### config.mk
export PLATFORM = sky130hd
export DESIGN_NAME = alu_arbiter
export DESIGN_NICKNAME = d
export VERILOG_FILES = /design/src/rtl/alu_pkg.sv /design/src/rtl/alu_16bit.sv /design/src/rtl/rr_arbiter.sv /design/src/rtl/alu_arbiter.sv
export SDC_FILE = /design/constraint.sdc
export NUM_CORES = 1
export LEC_CHECK = 0
export BUFFER_PORTS_ARGS = -buffer_cell sky130_fd_sc_hd__buf_2
export CORE_AREA = 10 10 108 110
export DETAILED_ROUTE_END_ITERATION = 16
export DIE_AREA = 0 0 118 120
export GPL_TIMING_DRIVEN = 0
export PLACE_DENSITY = 0.81
export SLEW_MARGIN = 15
export SYNTH_ARGS = -nofsm -noshare
export SYNTH_HDL_FRONTEND = slang
export SYNTH_SLANG_ARGS = --single-unit
### constraint.sdc
create_clock -name clk -period 6.95 [get_ports clk]
set_clock_uncertainty 0.2 [all_clocks]
set_input_delay 0.695 -clock clk [delete_from_list [all_inputs] [get_ports clk]]
set_output_delay 0.695 -clock clk [all_outputs]
set_load 0.01 [all_outputs]
### src/rtl/alu_pkg.sv
// rtl/alu_pkg.sv - shared ALU op codes, datapath width and op legality helper
package alu_pkg;

    localparam int ALU_W = 16;

    localparam logic [3:0] OP_ADD = 4'd0;
    localparam logic [3:0] OP_SUB = 4'd1;
    localparam logic [3:0] OP_AND = 4'd2;
    localparam logic [3:0] OP_OR  = 4'd3;
    localparam logic [3:0] OP_XOR = 4'd4;
    localparam logic [3:0] OP_SLT = 4'd5;

    function automatic logic is_legal_op(input logic [3:0] op);
        return op <= OP_SLT;
    endfunction

endpackage

### src/rtl/alu_16bit.sv
// rtl/alu_16bit.sv - combinational 16-bit ALU core
//
// Ports:
//   a, b      operands
//   op        ALU control code (0..5 defined, others give 0)
//   result    ALU result
//   zero      result == 0
//   overflow  signed overflow for ADD/SUB, 0 otherwise
module alu_16bit
    import alu_pkg::*;
(
    input  logic [ALU_W-1:0] a,
    input  logic [ALU_W-1:0] b,
    input  logic [3:0]       op,
    output logic [ALU_W-1:0] result,
    output logic             zero,
    output logic             overflow
);

    always_comb begin
        result   = '0;
        overflow = 1'b0;
        case (op)
            OP_ADD: begin
                result   = a + b;
                overflow = (a[ALU_W-1] == b[ALU_W-1]) && (result[ALU_W-1] != a[ALU_W-1]);
            end
            OP_SUB: begin
                result   = a - b;
                overflow = (a[ALU_W-1] != b[ALU_W-1]) && (result[ALU_W-1] != a[ALU_W-1]);
            end
            OP_AND:  result = a & b;
            OP_OR:   result = a | b;
            OP_XOR:  result = a ^ b;
            OP_SLT:  result = {{(ALU_W-1){1'b0}}, ($signed(a) < $signed(b))};
            default: result = '0;
        endcase
    end

    assign zero = (result == '0);

endmodule

### src/rtl/rr_arbiter.sv
// rtl/rr_arbiter.sv - combinational round-robin arbiter
//
// Ports:
//   req      request vector
//   rr_ptr   index scanned first (highest priority this cycle)
//   enable   allows the grant to be issued
//   grant    one-hot grant (all zero when disabled or no request)
//   winner   binary index of the selected requester
//   found    some requester is valid
module rr_arbiter #(
    parameter int NUM_REQ = 3,
    parameter int ID_W    = 2
) (
    input  logic [NUM_REQ-1:0] req,
    input  logic [ID_W-1:0]    rr_ptr,
    input  logic               enable,
    output logic [NUM_REQ-1:0] grant,
    output logic [ID_W-1:0]    winner,
    output logic               found
);

    always_comb begin
        int idx;
        idx    = 0;
        winner = '0;
        found  = 1'b0;
        // Scan from rr_ptr with wraparound; first valid requester wins.
        for (int k = 0; k < NUM_REQ; k++) begin
            idx = (int'(rr_ptr) + k) % NUM_REQ;
            if (!found && req[idx]) begin
                found  = 1'b1;
                winner = ID_W'(idx);
            end
        end
    end

    always_comb begin
        grant = '0;
        for (int i = 0; i < NUM_REQ; i++) begin
            grant[i] = enable && found && (winner == ID_W'(i));
        end
    end

endmodule

### src/rtl/alu_arbiter.sv
// rtl/alu_arbiter.sv - round-robin sharing of one ALU with a registered response channel
//
// Ports:
//   clk, rst_n     clock, asynchronous active-low reset
//   req_valid      per-requester request valid
//   req_ready      per-requester accept (at most one high)
//   req_a, req_b   packed operands, requester i at [16i+15:16i]
//   req_op         packed op codes, requester i at [4i+3:4i]
//   rsp_valid      response register holds a result
//   rsp_ready      consumer accepts the response
//   rsp_id         requester that produced the response
//   rsp_result     ALU result (0 for illegal ops)
//   rsp_zero       result == 0
//   rsp_overflow   signed overflow (ADD/SUB)
//   rsp_err        op code outside 0..5
//   op_count       saturating count of accepted requests
module alu_arbiter
    import alu_pkg::*;
#(
    parameter int NUM_REQ = 3,
    parameter int ID_W    = 2,
    parameter int CNT_W   = 16
) (
    input  logic                     clk,
    input  logic                     rst_n,
    input  logic [NUM_REQ-1:0]       req_valid,
    output logic [NUM_REQ-1:0]       req_ready,
    input  logic [NUM_REQ*ALU_W-1:0] req_a,
    input  logic [NUM_REQ*ALU_W-1:0] req_b,
    input  logic [NUM_REQ*4-1:0]     req_op,
    output logic                     rsp_valid,
    input  logic                     rsp_ready,
    output logic [ID_W-1:0]          rsp_id,
    output logic [ALU_W-1:0]         rsp_result,
    output logic                     rsp_zero,
    output logic                     rsp_overflow,
    output logic                     rsp_err,
    output logic [CNT_W-1:0]         op_count
);

    localparam logic [0:0] ST_EMPTY = 1'b0;
    localparam logic [0:0] ST_FULL  = 1'b1;

    logic [0:0]       state_q, state_d;
    logic [ID_W-1:0]  rr_ptr_q, rr_ptr_d;
    logic [ID_W-1:0]  rsp_id_q, rsp_id_d;
    logic [ALU_W-1:0] rsp_result_q, rsp_result_d;
    logic             rsp_zero_q, rsp_zero_d;
    logic             rsp_overflow_q, rsp_overflow_d;
    logic             rsp_err_q, rsp_err_d;
    logic [CNT_W-1:0] op_count_q, op_count_d;

    logic               can_issue;
    logic [NUM_REQ-1:0] grant;
    logic [ID_W-1:0]    winner;
    logic               found;
    logic               accept;

    logic [ALU_W-1:0] sel_a, sel_b;
    logic [3:0]       sel_op;
    logic [ALU_W-1:0] core_result;
    logic             core_zero, core_overflow;
    logic             op_err;
    logic [ALU_W-1:0] alu_result;
    logic             alu_zero, alu_overflow;

    // The output register can take new data when empty or when it drains this cycle.
    // Gating with rst_n keeps req_ready low while reset is held.
    assign can_issue = ((state_q == ST_EMPTY) || rsp_ready) && rst_n;

    rr_arbiter #(
        .NUM_REQ (NUM_REQ),
        .ID_W    (ID_W)
    ) u_rr_arbiter (
        .req    (req_valid),
        .rr_ptr (rr_ptr_q),
        .enable (can_issue),
        .grant  (grant),
        .winner (winner),
        .found  (found)
    );

    assign req_ready = grant;
    assign accept    = |grant;

    always_comb begin
        sel_a  = '0;
        sel_b  = '0;
        sel_op = '0;
        for (int i = 0; i < NUM_REQ; i++) begin
            if (winner == ID_W'(i)) begin
                sel_a  = req_a[ALU_W*i +: ALU_W];
                sel_b  = req_b[ALU_W*i +: ALU_W];
                sel_op = req_op[4*i +: 4];
            end
        end
    end

    alu_16bit u_alu (
        .a        (sel_a),
        .b        (sel_b),
        .op       (sel_op),
        .result   (core_result),
        .zero     (core_zero),
        .overflow (core_overflow)
    );

    // Illegal op codes report err with a forced zero result and no overflow.
    assign op_err       = !is_legal_op(sel_op);
    assign alu_result   = op_err ? '0 : core_result;
    assign alu_zero     = op_err | core_zero;
    assign alu_overflow = !op_err & core_overflow;

    always_comb begin
        state_d        = state_q;
        rr_ptr_d       = rr_ptr_q;
        rsp_id_d       = rsp_id_q;
        rsp_result_d   = rsp_result_q;
        rsp_zero_d     = rsp_zero_q;
        rsp_overflow_d = rsp_overflow_q;
        rsp_err_d      = rsp_err_q;
        op_count_d     = op_count_q;
        if (accept) begin
            state_d        = ST_FULL;
            rsp_id_d       = winner;
            rsp_result_d   = alu_result;
            rsp_zero_d     = alu_zero;
            rsp_overflow_d = alu_overflow;
            rsp_err_d      = op_err;
            rr_ptr_d       = (winner == ID_W'(NUM_REQ-1)) ? '0 : winner + ID_W'(1);
            if (op_count_q != '1) begin
                op_count_d = op_count_q + CNT_W'(1);
            end
        end else if ((state_q == ST_FULL) && rsp_ready) begin
            state_d = ST_EMPTY;
        end
    end

    always_ff @(posedge clk or negedge rst_n) begin
        if (!rst_n) begin
            state_q        <= ST_EMPTY;
            rr_ptr_q       <= '0;
            rsp_id_q       <= '0;
            rsp_result_q   <= '0;
            rsp_zero_q     <= 1'b0;
            rsp_overflow_q <= 1'b0;
            rsp_err_q      <= 1'b0;
            op_count_q     <= '0;
        end else begin
            state_q        <= state_d;
            rr_ptr_q       <= rr_ptr_d;
            rsp_id_q       <= rsp_id_d;
            rsp_result_q   <= rsp_result_d;
            rsp_zero_q     <= rsp_zero_d;
            rsp_overflow_q <= rsp_overflow_d;
            rsp_err_q      <= rsp_err_d;
            op_count_q     <= op_count_d;
        end
    end

    assign rsp_valid    = (state_q == ST_FULL);
    assign rsp_id       = rsp_id_q;
    assign rsp_result   = rsp_result_q;
    assign rsp_zero     = rsp_zero_q;
    assign rsp_overflow = rsp_overflow_q;
    assign rsp_err      = rsp_err_q;
    assign op_count     = op_count_q;

endmodule

==> out/metrics.json <==
{
  "critical_path": {
    "r2r_start": "rr_ptr_q[0]",
    "cp_data_required_time_ns": 6.95,
    "endpoint_kind": "register",
    "regToRegSetupSlack_ns": 0.37,
    "worst_r2r_path_depth": 23,
    "timing.critical_path.arrival_ns": 6.58,
    "cp-endpoint": "rsp_zero",
    "crit_type": "reg2reg",
    "worst-path-max-fanout": 10,
    "r2r_end": "rsp_zero",
    "setup.worst_path.start_class": "register",
    "setup.worst_path.start": "rr_ptr_q[0]"
  },
  "synth": {
    "number_of_instances_in_the_synthesized_netlist": 629,
    "synth_async_sr_flop_share": 1.000,
    "synth_enable_flop_cells": 0,
    "ys_seq_elements": 40,
    "cell_area_after_synthesis_mm2": 0.004964,
    "ys.flop_type": "sky130_fd_sc_hd__dfrtp_1",
    "post_syn_area_per_cell_um2": 7.891,
    "post_synthesis_sequential_area_ratio": 0.2017,
    "syn_nets": 803,
    "count_of_warnings_emitted_by_yosys": 0,
    "synthDistinctLibCells": 68
  },
  "clock_tree": {
    "clk_pin_slew_ns": 0.08,
    "cts_made_buffers": 5,
    "cts.path.max_buffers": 2,
    "cts_root_buf": "sky130_fd_sc_hd__clkbuf_8",
    "clock_sinks": 40,
    "cts_tree": "built",
    "ctsHtreeMaxLevel": 2,
    "clk_lat_worst_skew_ns": 0.29,
    "post_cts_hold_buffer_count": 0
  },
  "placement": {
    "setup_slack_at_placement_ns": -0.2331,
    "detailedPlacementHpwl_um": 15310,
    "gp_congestion": 0.9830,
    "numPortBuffers": 154,
    "detailed_place.area_mm2": 0.005908
  },
  "layout": {
    "fin_area_mm2": 0.006046,
    "layout.nets": 963,
    "multi_input_area_mm2": 0.003650,
    "post_route_cells_drive_above_1_share": 0.2494,
    "antenna_cells_inserted": 0,
    "final.fill_count": 909,
    "synth_to_final_area_change_pct": 21.80,
    "register_area_mm2": 0.001001
  },
  "floorplanning": {
    "die_height_um": 120,
    "num_io_pins": 155,
    "area_of_the_core_region_mm2": 0.009549,
    "die_width_um": 118,
    "initial_core_util": 0.5198,
    "design.die.area_mm2": 0.01416,
    "rows": 36
  },
  "sta": {
    "setup_viol": 0,
    "drv_slew": 0,
    "grt_setup_unrepaired": "no",
    "timing.final.ws_setup_ns": 0.3680,
    "fmax_mhz": 151.9,
    "fin_crit_ns": 6.582,
    "final-hold-violation-count": 0,
    "tightest_slew_ns": 0.8664,
    "post-route-period-util": 0.9471,
    "maxSlewHeadroom": 0.4224
  },
  "route": {
    "route.final.wire_length_um": 18350,
    "dr_total_vias": 5522,
    "routed-wl-met3_um": 1427,
    "top_signal_layer_used": "met4",
    "ant_nets": 0,
    "routed-wl-met2_um": 8436,
    "m1WireLength_um": 7844,
    "detailedRoute.firstIterationViolations": 522,
    "route.detailed.wl_per_inst_um": 19.88,
    "detailed_routing_iterations_pass_1": 5,
    "detail_route.drc_violations": 0,
    "detail_route.vias_per_cell": 5.983
  },
  "run_status": {
    "run_status": "finished clean"
  },
  "global_routing": {
    "grt_antenna_before_repair": 0,
    "largest_net_degree_at_the_start_of_global_routing": 42,
    "grt.total_usage": 0.2438,
    "via_count_of_the_first_global_routing_pass": 5646,
    "grt_first_pass_wirelength_um": 28880,
    "global_route.overflow_total": 0
  },
  "hold_path": {
    "holdPathStages": 2,
    "hold_path_class": "reg2reg"
  },
  "run": {
    "count_of_maximum_capacitance_violations": 0
  }
}
[kinds of logic (layout without fill, tap and decap cells)]
kind of cell             count (synthesis)  in the layout  share of synthesized area
AO/OA/AOI/OAI                          191            191                     0.2760
XOR/XNOR                                26             26                    0.04588
adder cells (fa/ha/maj)                 60             60                     0.1543
buffers and inverters                   82            243                    0.06882
flip-flops                              40             40                     0.2017
multiplexers                            21             21                    0.04562
AND/OR/NAND/NOR                        209            209                     0.2077
[registers in the layout (all words and copies together) (netlist names)]
name          cells
op_count         16
rr_ptr_q          2
rsp_err           1
rsp_id            2
rsp_overflow      1
rsp_result       16
rsp_valid         1
rsp_zero          1
[worst max-delay path: stages, from the launching register on]
cell and delay, ns:
sky130_fd_sc_hd__dfrtp_1 0.41, sky130_fd_sc_hd__inv_1 0.08, sky130_fd_sc_hd__ha_1 0.29, sky130_fd_sc_hd__buf_6 0.13
sky130_fd_sc_hd__mux2i_1 0.23, sky130_fd_sc_hd__o221ai_1 0.20, sky130_fd_sc_hd__a211oi_1 0.42, sky130_fd_sc_hd__a221oi_4 0.11
sky130_fd_sc_hd__buf_4 0.24, sky130_fd_sc_hd__nor2_2 0.34, sky130_fd_sc_hd__clkbuf_2 0.37, sky130_fd_sc_hd__a221oi_4 0.15
sky130_fd_sc_hd__ha_1 0.39, sky130_fd_sc_hd__o21bai_1 0.16, sky130_fd_sc_hd__a21oi_1 0.12, sky130_fd_sc_hd__o31a_1 0.31
sky130_fd_sc_hd__o31a_1 0.35, sky130_fd_sc_hd__o41a_1 0.37, sky130_fd_sc_hd__o31ai_1 0.51, sky130_fd_sc_hd__a21oi_1 0.15
sky130_fd_sc_hd__o21bai_1 0.26, sky130_fd_sc_hd__xor2_1 0.16, sky130_fd_sc_hd__o21ai_0 0.15, sky130_fd_sc_hd__o41ai_2 0.38
[final cells by class]
cell class | count | area share
Buffer | 29 | 0.02442
Multi-Input combinational cell | 507 | 0.6037
Clock inverter | 3 | 0.007657
Sequential cell | 40 | 0.1656
Timing Repair Buffer | 154 | 0.1275
Inverter | 52 | 0.03228
Tap cell | 133 | 0.02752
Clock buffer | 5 | 0.01138
[stage by stage]
| stage | cells | setup TNS (ns) | hold WS (ns) | utilization |
|---|---|---|---|---|
| 2_1_floorplan | 629 | 0 | 0.1994 | - |
| 4_1_cts | 924 | 0 | 0.2797 | 0.6316 |
| 6_report | 923 | 0 | 0.2783 | 0.6331 |
| 3_5_place_dp | 916 | -0.4120 | 0.2610 | 0.6187 |
| 3_3_place_gp | 916 | -0.1381 | 0.2575 | 0.6179 |
| 5_1_grt | 923 | 0 | 0.3094 | 0.6331 |
[synthesized netlist by cell type (3+ instances only)]
master | number | area share
sky130_fd_sc_hd__nand4_1 | 8 | 0.010
sky130_fd_sc_hd__buf_2 | 6 | 0.0061
sky130_fd_sc_hd__nor3_1 | 12 | 0.012
sky130_fd_sc_hd__and2_1 | 20 | 0.025
sky130_fd_sc_hd__a31oi_1 | 6 | 0.0076
sky130_fd_sc_hd__or3_1 | 3 | 0.0038
sky130_fd_sc_hd__o21bai_1 | 7 | 0.011
sky130_fd_sc_hd__nor4_1 | 6 | 0.0076
sky130_fd_sc_hd__nand2b_1 | 11 | 0.014
sky130_fd_sc_hd__a32o_1 | 4 | 0.0081
sky130_fd_sc_hd__o31ai_1 | 7 | 0.011
sky130_fd_sc_hd__mux2i_1 | 17 | 0.034
sky130_fd_sc_hd__and3_1 | 5 | 0.0063
sky130_fd_sc_hd__xor2_1 | 8 | 0.014
sky130_fd_sc_hd__mux2_2 | 3 | 0.0068
sky130_fd_sc_hd__nand2_1 | 63 | 0.048
sky130_fd_sc_hd__o221a_2 | 4 | 0.0091
sky130_fd_sc_hd__a21oi_1 | 30 | 0.030
sky130_fd_sc_hd__xnor2_1 | 18 | 0.032
sky130_fd_sc_hd__o31a_1 | 5 | 0.0088
sky130_fd_sc_hd__a221oi_1 | 4 | 0.0071
sky130_fd_sc_hd__buf_6 | 3 | 0.0068
sky130_fd_sc_hd__nor3b_1 | 3 | 0.0045
sky130_fd_sc_hd__a211oi_1 | 13 | 0.020
sky130_fd_sc_hd__nand3_1 | 20 | 0.020
sky130_fd_sc_hd__inv_1 | 52 | 0.039
sky130_fd_sc_hd__ha_1 | 58 | 0.15
sky130_fd_sc_hd__dfrtp_1 | 40 | 0.20
sky130_fd_sc_hd__nor2_1 | 42 | 0.032
sky130_fd_sc_hd__o32ai_1 | 4 | 0.0071
sky130_fd_sc_hd__o211ai_1 | 4 | 0.0061
sky130_fd_sc_hd__clkbuf_1 | 18 | 0.014
sky130_fd_sc_hd__o21ai_0 | 51 | 0.051
sky130_fd_sc_hd__a311oi_1 | 3 | 0.0053
sky130_fd_sc_hd__a221o_1 | 15 | 0.030
sky130_fd_sc_hd__o21a_1 | 6 | 0.0091
sky130_fd_sc_hd__nor2b_1 | 5 | 0.0063
sky130_fd_sc_hd__a21o_1 | 8 | 0.012
[placed cells by master (no fill, tap or decap), drive strengths merged, types with 5 or more instances in the layout]
cell type	instances
a221o	15
inv	53
ha	58
a21oi	30
xor2	8
o31ai	7
clkbuf	22
nor2	43
a211oi	14
buf	166
nand2	65
mux2i	18
o21a	6
o31a	5
o21ai	52
o21bai	7
dfrtp	40
and2	20
xnor2	18
a31oi	6
nor2b	5
nand3	21
a21o	8
nor3	12
nand4	8
and3	5
nand2b	11
a221oi	5
nor4	6
[routing by layer]
metal,vias up,track usage
met1,2568,0.2926
met3,50,0.05345
met2,317,0.4163
met4,0,0.09737
li1,2587,-
met5,-,0
[timing repair]
item	CTS	global route
resized for setup	2	11
buffers inserted	0	0
setup endpoints to repair	3	7
[how the worst min path moves through the flow]
stage | startpoint | endpoint | slack [ns]
global route | rsp_result[9] | rsp_result[9] | 0.31
detailed placement | rsp_id[0] | rsp_id[0] | 0.26
CTS | rsp_id[0] | rsp_id[0] | 0.28
global placement | rsp_result[9] | rsp_result[9] | 0.26
floorplan | rst_n | op_count[0] | 0.20
finish | rsp_id[0] | rsp_id[0] | 0.28
Power is left out: the tool's default activity adds up to more than one toggle a clock period on the data nets, which glitch-free logic cannot reach.
